### src/rtl/bcd_stopwatch_ctrl.sv
// Stopwatch controller: sequences a four-digit BCD count through IDLE / RUN /
// PAUSE, gates increments with a programmable prescaler, and captures lap
// snapshots. Every output is registered. The current FSM state is exposed on
// state_o for observation alongside the functional outputs.
module bcd_stopwatch_ctrl #(
    parameter int PRESCALE = 10,
    parameter int PS_W     = 8
) (
    input  logic        clk,
    input  logic        reset,
    input  logic        start,
    input  logic        stop,
    input  logic        clear,
    input  logic        lap,
    output logic [15:0] count,
    output logic [15:0] lap_val,
    output logic        lap_valid,
    output logic        running,
    output logic        tick,
    output logic        overflow,
    output logic [1:0]  state_o
);

    typedef enum logic [1:0] {
        ST_IDLE  = 2'd0,
        ST_RUN   = 2'd1,
        ST_PAUSE = 2'd2
    } state_e;

    localparam logic [PS_W-1:0] PS_LAST = PS_W'(PRESCALE - 1);

    state_e          state_q, state_d;
    logic [PS_W-1:0] ps_q, ps_d;
    logic [15:0]     count_q, count_d;
    logic [15:0]     lap_val_q, lap_val_d;
    logic            lap_valid_q, lap_valid_d;
    logic            running_q, running_d;
    logic            tick_q, tick_d;
    logic            overflow_q, overflow_d;
    logic            inc;

    // Add one to a packed four-digit BCD value, rippling the carry upward;
    // 9999 rolls over to 0000.
    function automatic logic [15:0] bcd_inc(input logic [15:0] v);
        logic [15:0] r;
        logic        carry;
        r     = v;
        carry = 1'b1;
        for (int i = 0; i < 4; i++) begin
            if (carry) begin
                if (v[i*4 +: 4] == 4'd9) begin
                    r[i*4 +: 4] = 4'd0;
                end else begin
                    r[i*4 +: 4] = v[i*4 +: 4] + 4'd1;
                    carry       = 1'b0;
                end
            end
        end
        return r;
    endfunction

    // Next-state, prescaler, count and lap logic. clear beats stop beats
    // start; a stop or clear on a pending-increment edge suppresses it.
    always_comb begin
        state_d     = state_q;
        ps_d        = ps_q;
        count_d     = count_q;
        inc         = 1'b0;
        lap_val_d   = lap ? count_q : lap_val_q;
        lap_valid_d = lap;
        if (clear) begin
            state_d = ST_IDLE;
            ps_d    = '0;
            count_d = 16'h0000;
        end else begin
            case (state_q)
                ST_IDLE: begin
                    ps_d = '0;
                    if (start && !stop) state_d = ST_RUN;
                end
                ST_RUN: begin
                    if (stop) begin
                        state_d = ST_PAUSE;
                    end else if (ps_q == PS_LAST) begin
                        ps_d    = '0;
                        inc     = 1'b1;
                        count_d = bcd_inc(count_q);
                    end else begin
                        ps_d = ps_q + PS_W'(1);
                    end
                end
                ST_PAUSE: begin
                    if (start && !stop) state_d = ST_RUN;
                end
                default: begin
                    state_d = ST_IDLE;
                    ps_d    = '0;
                end
            endcase
        end
        tick_d     = inc;
        overflow_d = inc && (count_q == 16'h9999);
        running_d  = (state_d == ST_RUN);
    end

    // State and output registers with synchronous active-high reset.
    always_ff @(posedge clk) begin
        if (reset) begin
            state_q     <= ST_IDLE;
            ps_q        <= '0;
            count_q     <= 16'h0000;
            lap_val_q   <= 16'h0000;
            lap_valid_q <= 1'b0;
            running_q   <= 1'b0;
            tick_q      <= 1'b0;
            overflow_q  <= 1'b0;
        end else begin
            state_q     <= state_d;
            ps_q        <= ps_d;
            count_q     <= count_d;
            lap_val_q   <= lap_val_d;
            lap_valid_q <= lap_valid_d;
            running_q   <= running_d;
            tick_q      <= tick_d;
            overflow_q  <= overflow_d;
        end
    end

    assign count     = count_q;
    assign lap_val   = lap_val_q;
    assign lap_valid = lap_valid_q;
    assign running   = running_q;
    assign tick      = tick_q;
    assign overflow  = overflow_q;
    assign state_o   = state_q;

endmodule

### config.mk
export PLATFORM = sky130hd
export DESIGN_NAME = bcd_stopwatch_ctrl
export DESIGN_NICKNAME = d
export VERILOG_FILES = /design/src/rtl/bcd_stopwatch_ctrl.sv
export SDC_FILE = /design/constraint.sdc
export NUM_CORES = 1
export LEC_CHECK = 0
export CAP_MARGIN = 20
export CORE_ASPECT_RATIO = 1.4
export CORE_MARGIN = 2
export CORE_UTILIZATION = 54
export DETAILED_ROUTE_END_ITERATION = 10
export PLACE_DENSITY = 0.95
export SLEW_MARGIN = 20
export SYNTH_ARGS = -nofsm -noshare
export SYNTH_HDL_FRONTEND = slang
export SYNTH_SLANG_ARGS = --single-unit
### constraint.sdc
create_clock -name clk -period 3.4 [get_ports clk]
set_input_delay 0.51 -clock clk [delete_from_list [all_inputs] [get_ports clk]]
set_output_delay 0.51 -clock clk [all_outputs]
set_load 0.02 [all_outputs]
; ---- Word level (Yosys, flattened, before mapping)
; Index checks and enable logic that the tools add are counted.
; W data, S select, Z words.
[word_totals]
ff_bits = 46
latchBits = 0
mem_bits_rw = 0
mem_bits_ro = 0
out_inout_bits = 38
word_cells = 71
mem_count = 0
[op_classes]
n_addsub = 5
n_mul = 0
n_div = 0
n_lt_le_gt_ge = 0
n_eq_ne = 10
shift = 0
mux = 32
n_bitwise = 2
reduce_logical = 11
[ops]
columns = cell, count
row1 = $mux W1, 21
row2 = $add A4 B1 Y4 const B, 4
row3 = $eq A16 B16 Y1 const B, 1
row4 = $eq A4 B4 Y1 const B, 4
row5 = $mux W4, 4
row6 = $mux W8, 2
row7 = $pmux W8 S2, 1
row8 = $reduce_and A4 Y1, 3
row9 = $add A8 B1 Y8 const B, 1
row10 = $eq A8 B4 Y1 const B, 1
row11 = $mux W2, 3
row12 = $eq A2 B1 Y1 const B, 2
row13 = $pmux W2 S2, 1
row14 = $reduce_or A2 Y1, 2
row15 = $reduce_and A3 Y1, 1
row16 = $eq A2 B2 Y1 const B, 1
row17 = $logic_and A1 B1 Y1, 2
row18 = $logic_not A2 Y1, 1
row19 = $ne A2 B2 Y1 const B, 1
row20 = $not A1 Y1, 2
row21 = $reduce_and A2 Y1, 1
row22 = $logic_not A1 Y1, 1

; ---- Logic depth before layout (Yosys ltp)
; Gate-level depths: netlist of the first run.
[depth]
word_depth = 17
mapped_depth = 7

; ---- Worst setup path after synthesis of the first run
; No wires, ideal clock.
[synth_timing]
path_type = input -> register
startpoint = input reset
endpoint = register ps_q[5]
arrival_ps = 1801
required_ps = 3342
path_slack_ps = 1541
cell_stages = 6
n_path_buf = 2
cell_sequence = clkbuf_1 > or2_2 > buf_6 > a2111oi_4 > a21o_1 > a22o_2
[synth_between]
elab_chain_cells = 1
[synth_rtl]
columns = element, line_no
row1 = from (decl), 10  ; input logic reset,
row2 = $reduce_or A2 Y1 (no line), --
row3 = to (signal assigned), 119  ; ps_q <= ps_d;
row4 = to (decl), 33  ; logic [PS_W-1:0] ps_q, ps_d;
; No other way between the ends.
; A chain may end at the register's enable or synchronous reset.

; ---- Worst setup path in the final report of the first run
[layout_timing]
startpoint = register ps_q[0]
endpoint = register count_q[12] (netlist: count[12])
[layout_between]
elab_chain_cells = 2
[layout_rtl]
columns = element, line_no
row1 = $eq A8 B4 Y1, 84  ; end else if (ps_q == PS_LAST) begin
row2 = $reduce_and A4 Y1 (no line), --
row3 = to (signal assigned), 120  ; count_q <= count_d;
row4 = to (decl), 34  ; logic [15:0] count_q, count_d;
; No other way between the ends.

==> results of run 1 <==
[cell usage after synthesis (7+ instances only)]
cell | count | share of area [%]
nor2_1 | 26 | 4.6
inv_1 | 7 | 1.2
dfxtp_1 | 46 | 43
mux2i_1 | 17 | 7.9
nand3_1 | 9 | 2.1
nand4_1 | 8 | 2.3
o21ai_0 | 7 | 1.6
and3_1 | 7 | 2.0
nand2_1 | 7 | 1.2
a21oi_1 | 13 | 3.0
[cell usage in the layout, fill, tap and decap left out, drive strengths merged, types with 3 or more instances in the layout]
master         Yosys  layout
nand3             10      10
o21ai              8       8
or3                4       4
mux2i             17      17
a21oi             13      13
inv                7       7
nand3b             3       3
nor3b              3       3
a31oi              5       5
clkbuf             6       6
nand2b             4       4
o31ai              3       3
and3               8       8
nor2b              6       6
xor2               6       6
dfxtp             46      46
nand4              8       8
or4                5       5
clkdlybuf4s50      0      43
nor2              26      26
nand2              7       7
[flip-flops by register name, summed over array words and instances, names as in the netlist]
register,count
tick,1
lap_valid,1
count,16
ps_q,8
overflow,1
state_o,2
running,1
lap_val,16
[critical path: cells and delay by family (launching register included)]
family,cells,cell delay [ns]
AO/OA/AOI/OAI,1,0.15
flip-flops,1,0.41
AND/OR/NAND/NOR,3,1.47
adder cells (fa/ha/maj),1,0.20
[power groups by stage]
stage	Clock (mW)	Sequential, mW	Combinational [mW]
5_1_grt	0.521	0.541	0.0403
2_1_floorplan	0	0.555	0.0232
3_3_place_gp	0	0.553	0.0368
4_1_cts	0.504	0.541	0.0375
6_report	0.497	0.541	0.0375
3_5_place_dp	0	0.554	0.0373
[stage by stage]
| step | worst slack [ns] | total power [mW] | utilization (%) | hold WS (ns) |
|---|---|---|---|---|
| finish | 1.10 | 1.08 | 69.6 | 0.501 |
| floorplan | 1.54 | 0.578 | - | 0.504 |
| CTS | 1.11 | 1.08 | 69.6 | 0.507 |
| global route | 0.958 | 1.10 | 69.6 | 0.534 |
| detailed placement | 0.870 | 0.591 | 66.0 | 0.485 |
| global placement | 0.918 | 0.590 | 66.0 | 0.474 |
[logic make-up after synthesis]
family                     Yosys count
AOI/OAI and AO/OA                   39
xor gates and xnor gates             7
adders and majority gates            2
buffers and inverters               18
DFF                                 46
muxes                               17
and+or+nand+nor                     98
[layout make-up]
cell class	instances	area (sq um)
clock buffer	6	82.6
clock inverter	2	60.1
fill	288	1180
inverter	7	26.3
multi-input combinational	163	1120
sequential	46	921
tap	43	53.8
timing repair buffer	44	438
[worst paths after layout]
| check | cells after the start | end | from |
|---|---|---|---|
| setup / recovery | 5 | count[12]$_SDFFE_PP0P_ | ps_q[0]$_SDFFE_PP0P_ |
| hold / removal | 2 | lap_val[13]$_SDFFE_PP0P_ | lap_val[13]$_SDFFE_PP0P_ |
| setup reg to reg | 5 | count[12]$_SDFFE_PP0P_ | ps_q[0]$_SDFFE_PP0P_ |
| hold reg to reg | 2 | lap_val[13]$_SDFFE_PP0P_ | lap_val[13]$_SDFFE_PP0P_ |
[per-layer routing]
layer,up-vias,global-route usage [%],share of wire (%)
li1,898,-,-
met1,888,26.9,41
met2,65,36.2,51
met3,5,5.77,5.8
met4,0,10.2,1.4
met5,-,0,0
==> summary.txt, run 1 <==
Multiplexer share of the synthesized area: 7.94%
Clock transition at path regs: 0.08 ns
Final Setup Violations: 0
Vias in the first global route: 1700
# resized after CTS: 0
Clock power frac: 46.2%
PwrDens: 398 nW/um^2
DRT Wirelength: 4.69 mm
Cell area after synthesis: 2140 sq um
Main combinational cell family by area after synthesis: simple AND/OR/NAND/NOR gates
Worst setup EP type: flip-flop
Total core area: 3880 sq um
Max stage delay on crit path: 0.58 ns
Antenna diodes: 0
CP cell instances: ha_1, nor4b_4, nand3_2, or4_1, a21oi_1
Initial antenna violation count: 0
Dpl cells: 303
First-pass GRT wire length: 7.90 mm
Post-route minimum period: 2.30 ns
H-tree levels: 2
Placed Instance Area: 2560 sq um
Setup crit start kind: flip-flop
Synth cell types: 50
Fin. max-slew vios: 0
Clock sinks: 46
Skew-Pair Late Insertion Delay: 0.30 ns
Number of synthesized flops with an enable pin: 0
Compound-Gate Fraction of Synth Area: 12.1%
Layout Skew: 0.00605 ns
Rows: 27
Via density per instance: 5.97
Worst slew margin: 33.6%
Die Height: 78.5 microns
Post-CTS setup buffer count: 0
Worst vdd ir: 0.396 mV
Vias: 1856
Sequential area share after synthesis: 43.0%
IO Port Bufs: 43
Highest clock rate: 435 MHz
CTS tree: done
Period utilisation layout: 67.6%
Syn nets: 235
# Max-Cap Violations: 0
Worst path slowest cell: or4_1
Fin. Hold Viols: 0
Critical Path RT: 3.64 ns
Syn avg cell area: 9.44 sq um
WL/cell: 15.1 microns
Pin count of the biggest net entering global routing: 20
Share of cells above drive strength 1: 8.21%
Hold_buf cts: 0
Non-Filler Instances: 311
Leak: 0.993 nW
#FFs+latches synth: 46
Tightest Pin Transition: 0.992 ns
Die X: 57.2 microns
WS Path Type: flip-flop to flip-flop
Inserted Clock Buffers: 5
Initial drt markers: 57
Area grow syn2layout: 26.3%
I/O pin count: 44
Clock Root Buffer: clkbuf_8
# DRC: 0
Post-Synth XOR/XNOR Area: 2.86%
RSZ-0062 raised after global routing: false
DIE AREA: 4490 sq um
GRT Total Usage: 22.2%
Status: completed
Starting Density: 55.1%
Sequential fraction of design power: 50.3%
Post-synthesis simple-gate area fraction: 28.4%
Routability cong.: 0.842
Data arrival time of the critical path: 2.54 ns
R2R setup slack: 1.10 ns
DP HPWL: 3.18 mm
Cells after Synth: 227
Global route overflow: 0
Yosys warns: 0
Clk buf depth: 2
HP Class: flip-flop to flip-flop
# nets final: 275
Async S/R FF share, synth: 0%
Internal: 0.869 mW
P_sw: 0.206 mW
Antenna Violating Nets Remaining: 0
Final instance area: 2710 sq um
Ys flop type: dfxtp_1
Sw Share: 19.2%
Comb power frac: 3.5%
Total iterations of the first detailed-routing run: 4
Fraction of the mapped netlist area in adder cells: 1.17%
Critical path peak fanout: 16
Setup TNS: 0 ns
(Power assumes the default switching activity.)
==> run 2: changes to the inputs <==
--- a/config.mk
+++ b/config.mk
@@ -8,9 +8,9 @@
 export CAP_MARGIN = 20
 export CORE_ASPECT_RATIO = 1.4
 export CORE_MARGIN = 2
-export CORE_UTILIZATION = 54
+export CORE_UTILIZATION = 46
 export DETAILED_ROUTE_END_ITERATION = 10
-export PLACE_DENSITY = 0.95
+export PLACE_DENSITY = 0.87
 export SLEW_MARGIN = 20
 export SYNTH_ARGS = -nofsm -noshare
 export SYNTH_HDL_FRONTEND = slang
==> constraint.sdc (replaced) <==
create_clock -name clk -period 1.8 [get_ports clk]
set_input_delay 0.27 -clock clk [delete_from_list [all_inputs] [get_ports clk]]
set_output_delay 0.27 -clock clk [all_outputs]
set_load 0.02 [all_outputs]
==> run 2 against run 1 <==
Critical path depth rose by 2. Core utilization fell by 2.7 points. Final cell count rose by 17%. Worst setup slack got worse by 1.1 ns. Die area rose by 16%. Largest power group unchanged.
==> summary.txt, run 2 (synthesis gave the netlist of run 1 again) <==
Final Setup Violations: 0 (unchanged)
Final instance area: 3010 sq um (+11%)
WS Path Type: flip-flop to flip-flop
H-tree levels: 2 (unchanged)
Pin count of the biggest net entering global routing: 19 (-5.0%)
Share of cells above drive strength 1: 21.5% (+13 points)
Filler cells: 360 (+25%)
Setup crit start kind: flip-flop
Worst slew margin: 71.1% (+37 points)
Met1 GRT Util: 25.8% (-1.1 points)
Gr busiest metal: met2
Status: completed
# nets final: 309 (+12%)
Starting Density: 47.6% (-7.5 points)
DRT Wirelength: 5.04 mm (+7.3%)
Initial antenna violation count: 0 (unchanged)
Total Power: 1.88 mW (+74%)
Post-route minimum period: 1.79 ns (-0.512 ns)
PwrDens: 623 nW/um^2 (+57%)
Routability cong.: 0.852 (+1.2%)
# Max-Cap Violations: 0 (unchanged)
Via density per instance: 5.39 (-9.7%)
Total iterations of the first detailed-routing run: 4 (unchanged)
Clock Root Buffer: clkbuf_8
DIE AREA: 5230 sq um (+16%)
Inserted Clock Buffers: 5 (unchanged)
Fin. max-slew vios: 0 (unchanged)
First-pass GRT wire length: 8.16 mm (+3.2%)
Vias in the first global route: 1769 (+4.1%)
IO Port Bufs: 43 (unchanged)
WL/cell: 13.8 microns (-8.3%)
Worst vdd ir: 0.599 mV (+51%)
Area grow syn2layout: 40.5%
Placed Instance Area: 2830 sq um (+10%)
Highest clock rate: 560 MHz (+29%)
Fin. Hold Viols: 0 (unchanged)
GR Util met3: 3.54% (-2.2 points)
Leak: 1.18 nW (+19%)
Die X: 61.7 microns (+7.8%)
CTS tree: done
Layout Skew: 0.00830 ns (+0.00225 ns)
Clk buf depth: 2 (unchanged)
Hold_buf cts: 0 (unchanged)
Period utilisation layout: 99.2% (+32 points)
Vias: 1961 (+5.7%)
Antenna diodes: 0 (unchanged)
Most frequent cells in the layout: dfxtp_1 (42), clkdlybuf4s50_1 (42), buf_4 (34)
I/O pin count: 44 (unchanged)
Critical Path RT: 2.05 ns (-1.59 ns)
Clock sinks: 46 (unchanged)
Critical path peak fanout: 5 (-11)
Total core area: 4500 sq um (+16%)
DP HPWL: 3.52 mm (+11%)
Met2 layer usage reported by global route: 32.5% (-3.7 points)
Tightest Pin Transition: 0.434 ns (-0.558 ns)
RSZ-0062 raised after global routing: true
Skew-Pair Late Insertion Delay: 0.30 ns (about the same)
Die Height: 84.7 microns (+7.9%)
Clock transition at path regs: 0.09 ns (about the same)
R2R setup slack: 0.01 ns (-1.09 ns)
Initial drt markers: 58 (+1.8%)
Antenna Violating Nets Remaining: 0 (unchanged)
Data arrival time of the critical path: 2.03 ns (-0.51 ns)
# DRC: 0 (unchanged)
Worst setup EP type: flip-flop
Rows: 29 (+7.4%)
HP Class: flip-flop to flip-flop
Global route overflow: 0 (unchanged)
GRT Total Usage: 20.2% (-2.0 points)
-- run 2: cell types whose count changed in the layout (fill, tap and decap cells not counted), moves of 2 or more --
| cell | delta |
|---|---|
| buf_4 | +33 |
| dfxtp_1 | -4 |
| dfxtp_2 | +4 |
| or4_1 | -2 |
| or4_4 | +2 |
-- run 2: area by class of cell --
class / instances / area [sq um] / area share (%)
inverter: 7 / 26.3 / 0.873
clock buffer: 6 / 72.6 / 2.41
tap: 62 / 77.6 / 2.58
clock inverter: 2 / 37.5 / 1.25
timing repair buffer: 78 / 708 / 23.5
sequential: 46 / 926 / 30.8
multi-input combinational: 163 / 1160 / 38.6
-- run 2: worst paths after layout --
kind,start,to,cells after the start
setup reg to reg,ps_q[1]$_SDFFE_PP0P_,count[8]$_SDFFE_PP0P_,7
setup / recovery,ps_q[1]$_SDFFE_PP0P_,count[8]$_SDFFE_PP0P_,7
hold / removal,lap_val[2]$_SDFFE_PP0P_,lap_val[2]$_SDFFE_PP0P_,2
hold reg to reg,lap_val[2]$_SDFFE_PP0P_,lap_val[2]$_SDFFE_PP0P_,2
-- run 2: power by group --
part / total, mW / leakage [nW] / internal (mW) / switching (mW)
logic: 0.0876 / 0.753 / 0.0417 / 0.0460
registers: 1.02 / 0.373 / 1.02 / 0.00197
clock network: 0.766 / 0.0514 / 0.414 / 0.352
-- run 2: stage by stage --
step | instances | TNS (ns) | setup WS (ns) | hold slack (ns) | utilization (%)
after CTS | 362 | 0 | 0.00785 | 0.505 | 65.7
final | 364 | 0 | 0.0140 | 0.499 | 66.9
after detailed placement | 352 | -1.77 | -0.296 | 0.485 | 62.8
after floorplan | 227 | 0 | 0.00803 | 0.343 | -
after global placement | 352 | -1.19 | -0.212 | 0.472 | 62.8
after global routing | 364 | -0.247 | -0.131 | 0.527 | 66.9
-- run 2: worst max-delay path: stages, from the launching register on --
cell	delay, ns
dfxtp_2	0.33
inv_2	0.06
ha_4	0.11
nor4b_4	0.17
buf_4	0.18
nand4_1	0.20
or4_4	0.57
a21oi_2	0.11
-- run 2: metal layers --
layer  routed length (microns)  share of wire [%]
met1                      2200                 44
met4                        78                1.5
met5                         0                  0
met2                      2560                 51
met3                       195                3.9
-- run 2: repair_timing --
action	in CTS	in global routing
pin swaps	1	5
gates resized for setup	1	11
cloned	0	0
setup buffers	2	2
setup endpoints to repair	5	12
hold endpoints to repair	0	0
